`config.mk`:
```
export PLATFORM = sky130hd
export DESIGN_NAME = seq_divider
export DESIGN_NICKNAME = d
export VERILOG_FILES = /design/src/rtl/seq_divider_pkg.sv /design/src/rtl/seq_divider_datapath.sv /design/src/rtl/seq_divider.sv
export SDC_FILE = /design/constraint.sdc
export NUM_CORES = 1
export LEC_CHECK = 0
export CAP_MARGIN = 20
export CORE_ASPECT_RATIO = 0.9
export CORE_MARGIN = 2
export CORE_UTILIZATION = 35
export CTS_BUF_LIST = sky130_fd_sc_hd__clkbuf_8
export DETAILED_ROUTE_END_ITERATION = 10
export PLACE_DENSITY = 0.59
export SLEW_MARGIN = 20
export SYNTH_ARGS = -nofsm -noshare
export SYNTH_HDL_FRONTEND = slang
export SYNTH_SLANG_ARGS = --single-unit
export TNS_END_PERCENT = 20
```
`constraint.sdc`:
```
create_clock -name clk -period 2.07 [get_ports clk]
set_clock_uncertainty 0.15 [all_clocks]
set_input_delay 0.414 -clock clk [delete_from_list [all_inputs] [get_ports clk]]
set_output_delay 0.414 -clock clk [all_outputs]
set_load 0.02 [all_outputs]
```
`src/rtl/seq_divider_pkg.sv`:
```
// seq_divider shared constants: state encodings, default widths, DBZ result.
package seq_divider_pkg;

  localparam int DIVIDEND_W_DEF = 8;
  localparam int DIVISOR_W_DEF  = 4;
  localparam int CNT_W_DEF      = $clog2(DIVIDEND_W_DEF);

  typedef logic [1:0] state_t;

  localparam logic [1:0] S_IDLE = 2'd0;
  localparam logic [1:0] S_RUN  = 2'd1;
  localparam logic [1:0] S_DONE = 2'd2;
  localparam logic [1:0] S_DBZ  = 2'd3;

  localparam logic [7:0] DBZ_QUOT = 8'hFF;

endpackage

```
`src/rtl/seq_divider_datapath.sv`:
```
// Restoring-division datapath: Q/R/B registers, compare-subtract and
// result registers, driven by load/step/commit strobes from the FSM.
module seq_divider_datapath
  import seq_divider_pkg::*;
#(
  parameter int DIVIDEND_W = DIVIDEND_W_DEF,
  parameter int DIVISOR_W  = DIVISOR_W_DEF
) (
  input  logic                  clk,
  input  logic                  rst,
  input  logic                  load,
  input  logic                  step,
  input  logic                  commit,
  input  logic                  dbz_commit,
  input  logic [DIVIDEND_W-1:0] dividend,
  input  logic [DIVISOR_W-1:0]  divisor,
  output logic [DIVIDEND_W-1:0] quotient,
  output logic [DIVISOR_W-1:0]  remainder,
  output logic                  dbz
);

  logic [DIVIDEND_W-1:0] q;
  logic [DIVISOR_W:0]    r;
  logic [DIVISOR_W-1:0]  b;

  logic [DIVISOR_W:0]    r_shift;
  logic [DIVISOR_W:0]    r_next;
  logic [DIVIDEND_W-1:0] q_next;
  logic                  ge;

  // R is one bit wider than B so the shifted value up to 2B-1 fits.
  always_comb begin
    r_shift = {r[DIVISOR_W-1:0], q[DIVIDEND_W-1]};
    ge      = r_shift >= {1'b0, b};
    r_next  = ge ? (r_shift - {1'b0, b}) : r_shift;
    q_next  = {q[DIVIDEND_W-2:0], ge};
  end

  always_ff @(posedge clk) begin
    if (rst) begin
      q <= '0;
      r <= '0;
      b <= '0;
    end else if (load) begin
      q <= dividend;
      r <= '0;
      b <= divisor;
    end else if (step) begin
      q <= q_next;
      r <= r_next;
    end
  end

  always_ff @(posedge clk) begin
    if (rst) begin
      quotient  <= '0;
      remainder <= '0;
      dbz       <= 1'b0;
    end else if (load) begin
      dbz <= 1'b0;
    end else if (commit) begin
      quotient  <= q_next;
      remainder <= r_next[DIVISOR_W-1:0];
    end else if (dbz_commit) begin
      quotient  <= '1;
      remainder <= q[DIVISOR_W-1:0];
      dbz       <= 1'b1;
    end
  end

endmodule

```
`src/rtl/seq_divider.sv`:
```
// Sequential restoring divider, one quotient bit per clock, MSB first.
// Optional fast divide-by-zero path: define SEQ_DIVIDER_DBZ_EN.
module seq_divider
  import seq_divider_pkg::*;
#(
  parameter int DIVIDEND_W = DIVIDEND_W_DEF,
  parameter int DIVISOR_W  = DIVISOR_W_DEF
) (
  input  logic                  clk,
  input  logic                  rst,
  input  logic                  start,
  input  logic [DIVIDEND_W-1:0] dividend,
  input  logic [DIVISOR_W-1:0]  divisor,
  output logic [DIVIDEND_W-1:0] quotient,
  output logic [DIVISOR_W-1:0]  remainder,
  output logic                  ready,
  output logic                  dbz
);

  localparam int CNT_W = $clog2(DIVIDEND_W);

  state_t           state;
  state_t           state_next;
  logic [CNT_W-1:0] cnt;
  logic             load;
  logic             step;
  logic             commit;
  logic             dbz_commit;
  logic             zero_div;

`ifdef SEQ_DIVIDER_DBZ_EN
  assign zero_div = (divisor == '0);
`else
  assign zero_div = 1'b0;
`endif

  assign ready = (state == S_IDLE) || (state == S_DONE);

  always_comb begin
    state_next = state;
    load       = 1'b0;
    step       = 1'b0;
    commit     = 1'b0;
    dbz_commit = 1'b0;
    unique case (state)
      S_IDLE, S_DONE: begin
        if (start) begin
          load       = 1'b1;
          state_next = zero_div ? S_DBZ : S_RUN;
        end
      end
      S_RUN: begin
        step = 1'b1;
        if (cnt == '0) begin
          commit     = 1'b1;
          state_next = S_DONE;
        end
      end
      S_DBZ: begin
        dbz_commit = 1'b1;
        state_next = S_DONE;
      end
      default: state_next = S_IDLE;
    endcase
  end

  always_ff @(posedge clk) begin
    if (rst) begin
      state <= S_IDLE;
      cnt   <= '0;
    end else begin
      state <= state_next;
      if (load)
        cnt <= CNT_W'(DIVIDEND_W - 1);
      else if (step)
        cnt <= cnt - 1'b1;
    end
  end

  seq_divider_datapath #(
    .DIVIDEND_W(DIVIDEND_W),
    .DIVISOR_W (DIVISOR_W)
  ) u_dp (
    .clk       (clk),
    .rst       (rst),
    .load      (load),
    .step      (step),
    .commit    (commit),
    .dbz_commit(dbz_commit),
    .dividend  (dividend),
    .divisor   (divisor),
    .quotient  (quotient),
    .remainder (remainder),
    .dbz       (dbz)
  );

endmodule

```
## Word-level counts from Yosys, hierarchy flattened

Index checks and enable logic that the tools add are counted.

| storage, ports and cells | value |
|---|---|
| register bits after elaboration | 34 |
| input port bits | 15 |
| logic and storage cells | 46 |

| operators by class | value |
|---|---|
| add/subtract/negate cells | 2 |
| $lt $le $gt $ge | 1 |
| eq/ne operators | 5 |
| mux-type cells | 18 |
| bitwise operators | 2 |
| reductions and logical operators | 10 |

Operators by type and width:

| operator | count |
|---|---|
| 8-bit two-way mux | 4 |
| 4-bit two-way mux | 3 |
| 1-bit two-way mux | 6 |
| 3-bit two-way mux | 2 |
| 2-bit one-hot mux with 3 select lines | 1 |
| 2-bit AND reduction | 3 |
| 5-bit by 4-bit greater-or-equal comparator with 1-bit output | 1 |
| 2-bit == test, second input constant | 2 |
| 2-bit two-way mux | 2 |
| 2-bit != test, second input constant | 2 |
| 2-bit nonzero test | 2 |
| 2-bit OR reduction | 2 |
| 4-bit subtractor | 1 |
| 3-bit zero test | 1 |
| 3-bit by 1-bit subtractor with 3-bit output, second input constant | 1 |
| 2-bit by 1-bit == test with 1-bit output, second input constant | 1 |
| 2-bit zero test | 1 |
| 1-bit NOT | 2 |
| 1-bit logical OR | 1 |

## Logic depth before layout (Yosys ltp)

Gate-level depths: netlist of the first run.

| depth | value |
|---|---|
| depth after elaboration | 5 |
| mapped depth | 8 |
| depth with buffers taken out | 8 |

## By module

Synthesis of the first run repeated with hierarchy kept, for this count alone.

| second synthesis, totals | value |
|---|---|
| cell total of the unflattened synthesis | 196 |
| area, all modules | 1687.9 um2 |

By module, submodules not included:

| module | times used | cells an instance | area an instance (um2) |
|---|---|---|---|
| seq_divider_datapath | 1 | 164 | 1398.8 |
| seq_divider | 1 | 32 | 289.0 |

## Worst setup path before layout of the first run

Ideal clock, no wire load.

| timing path | value |
|---|---|
| path kind | register to register |
| from | reg u_dp.b[1] |
| to | reg u_dp.remainder[2] |
| library setup time | 0.132 ns |
| data arrival time | 1.640 ns |
| setup slack | 0.148 ns |
| cell stages (with the launch flop) | 9 |
| buffers on the path | 1 |
| cells stage by stage | dfxtp_1 inv_1 ha_1 nor2b_4 o31a_4 or2_0 buf_2 o211ai_1 a21oi_1 |

| on the way | value |
|---|---|
| word-level cells in the longest chain between the ends | 3 |

Ends and longest elaborated chain:

| element | line | text |
|---|---|---|
| from (decl) | seq_divider_datapath.sv:24 | `logic [DIVISOR_W-1:0] b;` |
| from (signal assigned) | seq_divider_datapath.sv:47 | `b <= divisor;` |
| 4-bit subtractor or 5-bit by 4-bit greater-or-equal comparator with 1-bit output (tied branches) | seq_divider_datapath.sv:35, seq_divider_datapath.sv:34 |  |
| 4-bit two-way mux * | seq_divider_datapath.sv:35 | `r_next = ge ? (r_shift - {1'b0, b}) : r_shift;` |
| 4-bit two-way mux * | seq_divider_datapath.sv:61 | `end else if (commit) begin` |
| to (signal assigned) | seq_divider_datapath.sv:63 | `remainder <= r_next[DIVISOR_W-1:0];` |
| to (signal assigned) | seq_divider_datapath.sv:66 | `remainder <= q[DIVISOR_W-1:0];` |
| to (decl) | seq_divider_datapath.sv:18 | `output logic [DIVISOR_W-1:0] remainder,` |

Every way passes the cells marked *; elsewhere a longest branch is shown, timed or not.
A chain may end at the register's enable or synchronous reset.

## Worst setup path in the final report of the first run

Same ends and word-level chain as after synthesis.

==> results of run 1 <==
[final cells by class]
type,instances,area (um^2)
Fill cell,478,2340
Inverter,9,33.8
Clock buffer,6,82.6
Sequential cell,34,681
Multi-Input combinational cell,133,836
Tap cell,62,77.6
Timing Repair Buffer,41,378
[flip-flops by register name, indices dropped and copies added (netlist names)]
signal,flops
u_dp.q,8
u_dp.dbz,1
u_dp.b,4
state,2
u_dp.remainder,4
cnt,3
u_dp.r,4
u_dp.quotient,8
[placed cells by master (no fill, tap or decap), types with 2 or more instances in the layout]
master,count
dfxtp_1,34
buf_4,13
o211ai_1,3
o21a_1,3
nor2_1,14
a31oi_1,2
o21ai_1,3
a21oi_1,23
a211oi_1,8
clkbuf_8,6
ha_1,6
a22oi_1,8
o21ai_0,3
inv_1,9
nand2_1,24
nor3_1,5
o22ai_1,7
nor2b_1,2
o21bai_1,2
clkdlybuf4s50_1,28
nor2_2,2
[per-layer routing]
metal  track usage  wire length (um)  vias to the layer above
met2         0.225              1720                       43
met3        0.0442               246                        0
met4        0.0395                 0                        0
met1         0.263              1990                      689
li1              -                 -                      744
met5             0                 0                        -
[path summary, 6_finish.rpt]
| path | start | endpoint | slack (ns) | cells past startpoint |
|---|---|---|---|---|
| setup / recovery | u_dp.b[1] | u_dp.remainder[2] | 0.08 | 7 |
| hold / removal | u_dp.b[0] | u_dp.b[0] | 0.31 | 2 |
| setup reg to reg | u_dp.b[1] | u_dp.remainder[2] | 0.08 | 7 |
| hold reg to reg | u_dp.b[0] | u_dp.b[0] | 0.31 | 2 |
[where the power goes]
part           leakage (nW)  internal, W  switching (W)
clock                0.0431     0.000256       0.000216
combinational         0.444     0.000216       0.000249
sequential            0.278     0.000704      0.0000378
total                 0.765      0.00118       0.000503
[per-stage QoR]
stage / setup TNS [ns] / power [W] / setup slack, ns / hold WS, ns
finish: 0 / 0.00168 / 0.0800 / 0.311
global route: -0.0455 / 0.00178 / -0.0334 / 0.334
CTS: 0 / 0.00168 / 0.0226 / 0.311
floorplan: 0 / 0.00104 / 0.148 / 0.286
global placement: 0 / 0.00121 / 0.115 / 0.295
detailed placement: 0 / 0.00121 / 0.0332 / 0.302
[repair_timing]
action	4_1_cts	5_1_grt
hold buffers	0	0
resized for setup	0	5
setup buffers	0	0
endpoints found under the setup margin	0	6
[tightest hold or removal path, stage by stage, from the launching register on]
cell and delay (ns):
dfxtp_1 0.31, nand2_1 0.05, a21oi_1 0.05
[logic make-up (layout without fill, tap and decap cells)]
group,after synthesis,after routing
buffers and inverters,22,56
XOR/XNOR,2,2
adder cells (fa/ha/maj),7,7
flip-flops,34,34
AO/OA/AOI/OAI,70,70
AND/OR/NAND/NOR,54,54
==> results.cfg, run 1 <==
[run_status]
status = finished clean

[synth]
synth_seq_area_share = 0.425
synth_top_family_by_area = compound AO/OA/AOI/OAI gates
yosysMostFrequentCell = dfxtp_1
yosysTopAreaCellShare = 0.425
synthAdderAreaFrac = 0.0594
synthCells = 189
synthArstFlopShare = 0
synth-xor-area-share = 0.0109
synth_seq_cells = 34
synth_nets = 211
synth_area_um2 = 1600
yosys_warnings = 0
avgSynthCellArea_um2 = 8.47
synthTopCellsByArea = dfxtp_1, a21oi_1, nand2_1
netlist-cell-type-count = 38
synthSimpleGateAreaFrac = 0.158
synth-compound-area-share = 0.288
ys.flop_type = dfxtp_1
ys_top_cells_by_count = dfxtp_1, nand2_1, a21oi_1
synth_top_cell_by_area = dfxtp_1
synth-edff-count = 0
synthMuxAreaShare = 0

[clocking]
insertion_delay_ns = 0.27
clockBufferDepth = 2
cts_made_buffers = 5
h-tree-depth = 2
clockRootBuffer = clkbuf_8
cts_tree = built
clkSlewWorstSetupHoldPaths_ns = 0.06
cts.sinks = 34

[placed_design]
place_inst = 279
dp_hpwl_mm = 2.93
dpl_cell_area_um2 = 2000
port_buffers = 28
gp_congestion = 0.777

[sta]
hold_viol = 0
drv_slew = 0
worstMarginPinSlew_ns = 0.427
post-route-min-period_ns = 1.99
setup_viol_count_final = 0
rsz0062_at_grt = yes
post-route-period-util = 0.961
clock.fmax_ghz = 0.503
slew-limit-headroom = 0.712

[routing]
dr.first_iter.drc_count = 62
drt-total-wl_mm = 3.95
drcViolationCount = 0
drtPass1Iterations = 4
viasPerCell = 5.18
vias = 1476
avgRoutedWirePerCell_um = 13.9
ant_nets = 0

[setup_path]
critPathKind = register to register
critPathTopFamily = compound AO/OA/AOI/OAI gates
worstPathMaxFanout = 6
worst_ep_arrival_time_ns = 2.00
critPathLaunchType = register
slowest_stage = dfxtp_1
end_kind = register
worst-path-buf-inv = 1
max_stage_delay_ns = 0.33
cp.required_ns = 2.08
path_cells = inv_1 > ha_1 > nor2b_4 > o31a_4 > or2_1 > o211ai_1 > a21oi_1

[die]
start_util = 0.361
die_area_um2 = 5130
ioPinCount = 29
die_w_um = 75.3
core_area_um2 = 4430
die_h_um = 68.2
row_count = 23

[finish]
areaGrowthSynthToFinish_pct = 30.4
final_cell_count_no_fill = 285
final_area_um2 = 2090
drive_above_1_share = 0.130
diodes = 0
fin_util = 0.471
nets = 246

[global_routing]
grt_pass1_vias = 1317
track_usage = 0.168
globalRouteOverflowTotal = 0
antenna_found_initial = 0
grt_pass1_wl_mm = 6.49
grt_max_degree = 22

[run]
max-cap-violations = 0

[hold_path]
hold_path_class = register to register

[pwr]
power.leakage_nw = 0.765
vdd.ir_drop.worst_mv = 0.329
pwr_density_cell_nw_per_um2 = 804
(Power assumes the default switching activity.)
==> inputs of run 2 (changes only) <==
--- a/config.mk
+++ b/config.mk
@@ -7,7 +7,7 @@
 export LEC_CHECK = 0
 export CAP_MARGIN = 20
 export CORE_ASPECT_RATIO = 0.9
-export CORE_MARGIN = 2
+export CORE_MARGIN = 3
 export CORE_UTILIZATION = 35
 export CTS_BUF_LIST = sky130_fd_sc_hd__clkbuf_8
 export DETAILED_ROUTE_END_ITERATION = 10
==> results.cfg, run 2 (same netlist as run 1, synthesis figures left out) <==
[clocking]
clkSlewWorstSetupHoldPaths_ns = 0.07
cts.sinks = 34
insertion_delay_ns = 0.29
clockBufferDepth = 2
cts_made_buffers = 5
clockRootBuffer = clkbuf_8
cts_tree = built
h-tree-depth = 2

[routing]
ant_nets = 0
avgRoutedWirePerCell_um = 14.8
drcViolationCount = 0
vias = 1519
drtPass1Iterations = 4
viasPerCell = 5.35
dr.first_iter.drc_count = 189
drt-total-wl_mm = 4.22

[setup_path]
worst-path-buf-inv = 1
critPathLaunchType = register
worst_ep_arrival_time_ns = 2.01
slowest_stage = o41ai_1
critPathKind = register to register
max_stage_delay_ns = 0.42
crit_start = u_dp.b[1]
end_kind = register
path_cells = inv_1 > ha_1 > nor2b_4 > o21a_1 > o41ai_1 > a2bb2oi_1 > nor2_1
worstPathMaxFanout = 2
r2r_start = u_dp.b[1]
critPathTopFamily = compound AO/OA/AOI/OAI gates
cp.required_ns = 2.10

[hold_path]
worst_hold_startpoint = u_dp.b[2]
hold_path_class = register to register

[die]
ioPinCount = 29
core_area_um2 = 4240
die_w_um = 77.3
start_util = 0.378
row_count = 22
die_area_um2 = 5420
die_h_um = 70.2

[sta]
holdWs_ns = 0.311
post-route-period-util = 0.960
post-route-min-period_ns = 1.99
slew-limit-headroom = 0.671
drv_slew = 0
worstMarginPinSlew_ns = 0.486
hold_viol = 0
setup_viol_count_final = 0
setup_tns_ns = 0
clock.fmax_ghz = 0.503
rsz0062_at_grt = no

[global_routing]
track_usage = 0.160
grt_pass1_vias = 1492
grt_max_degree = 16
grt_pass1_wl_mm = 6.96
globalRouteOverflowTotal = 0
antenna_found_initial = 0

[pwr]
seqPwrFrac = 0.435
vdd.ir_drop.worst_mv = 0.428
p_int_w = 0.00118
switching_power_w = 0.000528
sw_frac_of_total = 0.310
pwr_density_cell_nw_per_um2 = 817
power.leakage_nw = 0.770
p_clk_frac = 0.297
power_frac_comb = 0.268

[placed_design]
place_inst = 276
gp_congestion = 0.831
port_buffers = 28
dp_hpwl_mm = 3.04

[run_status]
status = finished clean

[finish]
multi_input_area_um2 = 835
final_common_cell = dfxtp_1
nets = 245
reg_top3 = u_dp.q x8, u_dp.quotient x8
final_cell_count_no_fill = 284
ff_latch_area_um2 = 681
final_cell_mix = dfxtp_1, clkdlybuf4s50_1, nand2_1, a21oi_1, nor2_1
drive_above_1_share = 0.129
areaGrowthSynthToFinish_pct = 30.2
fillers = 435
fin_util = 0.492
diodes = 0

[run]
max-cap-violations = 0
run 2: layer usage:
metal / part of all wire / global-route usage / vias up
met4: 0.015 / 0.0632 / 0
met3: 0.051 / 0.0464 / 9
li1: - / - / 746
met2: 0.46 / 0.244 / 48
met5: 0 / 0 / -
met1: 0.47 / 0.212 / 716
run 2: stage by stage:
step	cell area (um^2)	total power, W	setup WS [ns]
after floorplan	1600	0.00104	0.148
after global placement	1990	0.00119	0.0986
after detailed placement	1990	0.00120	0.0464
after CTS	2080	0.00170	0.0154
after global routing	2090	0.00179	0.00881
final	2090	0.00170	0.0831
run 2: path summary, 6_finish.rpt:
check,to,slack (ns),cells past startpoint
min reg2reg,u_dp.b[2],0.31,2
min,u_dp.b[2],0.31,2
max reg2reg,u_dp.r[3],0.08,7
max,u_dp.r[3],0.08,7
run 2: cell type report:
class | instances | share of cell area
repair buffers | 40 | 0.178
clock inverters | 2 | 0.00420
clock buffers | 6 | 0.0396
flip-flops and latches | 34 | 0.326
multi-input cells | 133 | 0.400
inverters | 9 | 0.0162
well taps | 60 | 0.0360
run 2: worst min-delay path, stage by stage, from the launching register on:
cell and delay [ns]:
dfxtp_1 0.31, nand2_1 0.05, a21oi_1 0.05
run 2: repair_timing:
| action | in CTS | in global routing |
|---|---|---|
| gates resized for setup | 0 | 3 |
| hold buffers | 0 | 0 |
| setup endpoints to repair | 0 | 7 |
| buffers inserted | 0 | 0 |
run 2: power groups by stage:
stage / Sequential [W] / Clock [W] / Combinational [W]
CTS: 0.000741 / 0.000516 / 0.000444
global placement: 0.000754 / 0 / 0.000431
global route: 0.000748 / 0.000544 / 0.000499
finish: 0.000741 / 0.000505 / 0.000456
detailed placement: 0.000756 / 0 / 0.000442
floorplan: 0.000766 / 0 / 0.000276
==> inputs of run 3 (changes only) <==
--- a/config.mk
+++ b/config.mk
@@ -11,7 +11,8 @@
 export CORE_UTILIZATION = 35
 export CTS_BUF_LIST = sky130_fd_sc_hd__clkbuf_8
 export DETAILED_ROUTE_END_ITERATION = 10
-export PLACE_DENSITY = 0.59
+export PLACE_DENSITY = 0.57
+export REMOVE_ABC_BUFFERS = 1
 export SLEW_MARGIN = 20
 export SYNTH_ARGS = -nofsm -noshare
 export SYNTH_HDL_FRONTEND = slang
==> constraint.sdc (replaced) <==
create_clock -name clk -period 2.1 [get_ports clk]
set_clock_uncertainty 0.15 [all_clocks]
set_input_delay 0.42 -clock clk [delete_from_list [all_inputs] [get_ports clk]]
set_output_delay 0.42 -clock clk [all_outputs]
set_load 0.02 [all_outputs]
==> results.cfg, run 3 (same netlist as run 1, synthesis figures left out) <==
[run_status]
status = finished clean

[sta]
hold_viol = 0
setup_tns_ns = 0
worstMarginPinSlew_ns = 0.499
slew-limit-headroom = 0.663
clock.fmax_ghz = 0.504
setup_viol_count_final = 0
post-route-period-util = 0.946
drv_slew = 0
timing.final.ws_setup_ns = 0.114
holdWs_ns = 0.315
post-route-min-period_ns = 1.99
rsz0062_at_grt = no

[finish]
reg_top3 = u_dp.q x8, u_dp.quotient x8
ff_latch_area_um2 = 681
drive_above_1_share = 0.121
multi_input_area_um2 = 830
nets = 244
final_cell_mix = dfxtp_1, clkdlybuf4s50_1, nand2_1, a21oi_1, nor2_1
diodes = 0
fillers = 413
final_common_cell = dfxtp_1
final_area_um2 = 2070
areaGrowthSynthToFinish_pct = 29.5

[die]
die_w_um = 77.3
ioPinCount = 29
row_count = 22
die_h_um = 70.2
die_area_um2 = 5420
start_util = 0.378
core_area_um2 = 4240

[clocking]
cts.sinks = 34
clockRootBuffer = clkbuf_8
hold_buffers = 0
h-tree-depth = 2
clockBufferDepth = 2
cts_made_buffers = 5
insertion_delay_ns = 0.28
post-cts-setup-buffers = 0
clkSlewWorstSetupHoldPaths_ns = 0.07
cts_tree = built

[pwr]
vdd.ir_drop.worst_mv = 0.459
power.leakage_nw = 0.763
p_total_w = 0.00165
pwr_density_cell_nw_per_um2 = 797

[setup_path]
critPathLaunchType = register
cp.required_ns = 2.11
critPathKind = register to register
rrSetupSlack_ns = 0.11
worstPathMaxFanout = 7
end_kind = register
worst_ep_arrival_time_ns = 2.00
r2r_start = u_dp.b[1]
timing.rr.end = u_dp.remainder[2]
r2r_cells = 7

[routing]
vias = 1483
drtPass1Iterations = 6
dr.first_iter.drc_count = 169
avgRoutedWirePerCell_um = 13.8
ant_nets = 0
drcViolationCount = 0
drt-total-wl_mm = 3.90
viasPerCell = 5.24

[hold_path]
hold_end = u_dp.b[2]
worst_hold_startpoint = u_dp.b[2]
whs_path_depth = 2
hold_path_class = register to register

[placed_design]
dp_hpwl_mm = 3.01
dpl_cell_area_um2 = 1980
pre_cts_slack_ns = 0.0568
gp_congestion = 0.892
port_buffers = 28

[global_routing]
track_usage = 0.152
busiest_layer = met2
globalRouteOverflowTotal = 0
antenna_found_initial = 0
grt_max_degree = 17
grt_pass1_wl_mm = 6.69
grtUsageMet2 = 0.246
grt_use_met1 = 0.193
grt_pass1_vias = 1440
met3_usage = 0.0412

[run]
max-cap-violations = 0
[run 3: cell count changes in the layout (fill, tap and decap cells not counted)]
cell | before | now
buf_4 | 12 | 11
nor3b_1 | 0 | 1
nor3b_2 | 1 | 0
[run 3: through the flow]
stage / util / std cells
floorplan: - / 176
global placement: 0.467 / 275
detailed placement: 0.467 / 275
CTS: 0.488 / 283
global route: 0.489 / 283
finish: 0.489 / 283
[run 3: cell type report]
class / instances / share of cell area
well taps: 60 / 0.0362
flip-flops and latches: 34 / 0.328
clock inverters: 2 / 0.00422
repair buffers: 39 / 0.175
clock buffers: 6 / 0.0398
multi-input cells: 133 / 0.400
inverters: 9 / 0.0163
[run 3: worst max-delay path, stage by stage, from the launching register on]
cell and delay, ns:
dfxtp_1 0.33, inv_1 0.07, ha_1 0.32, nor2b_4 0.14
o31a_4 0.31, or2_4 0.27, o211ai_1 0.18, a21oi_1 0.09
[run 3: power by group]
group	switching, W	total (W)	internal (W)
sequential	0.0000391	0.000733	0.000694
clock	0.000221	0.000480	0.000259
combinational	0.000234	0.000440	0.000206
[run 3: repair_timing]
action,CTS,global route
endpoints found under the hold margin,0,0
endpoints found under the setup margin,0,5
gates resized for setup,0,2
[run 3: worst max path at each step]
stage,to,slack [ns],from,cells past startpoint
3_5_place_dp,u_dp.remainder[2],0.06,u_dp.b[1],7
6_report,u_dp.remainder[2],0.11,u_dp.b[1],7
5_1_grt,u_dp.r[2],0.02,u_dp.b[1],7
2_1_floorplan,u_dp.q[0],0.19,state[0],5
3_3_place_gp,u_dp.remainder[2],0.10,u_dp.b[1],7
4_1_cts,u_dp.remainder[2],0.04,u_dp.b[1],7
[run 3: per-layer routing]
metal,wire length [um],share of wire
met5,0,0
met4,60,0.015
met3,209,0.054
met2,1840,0.47
met1,1780,0.46
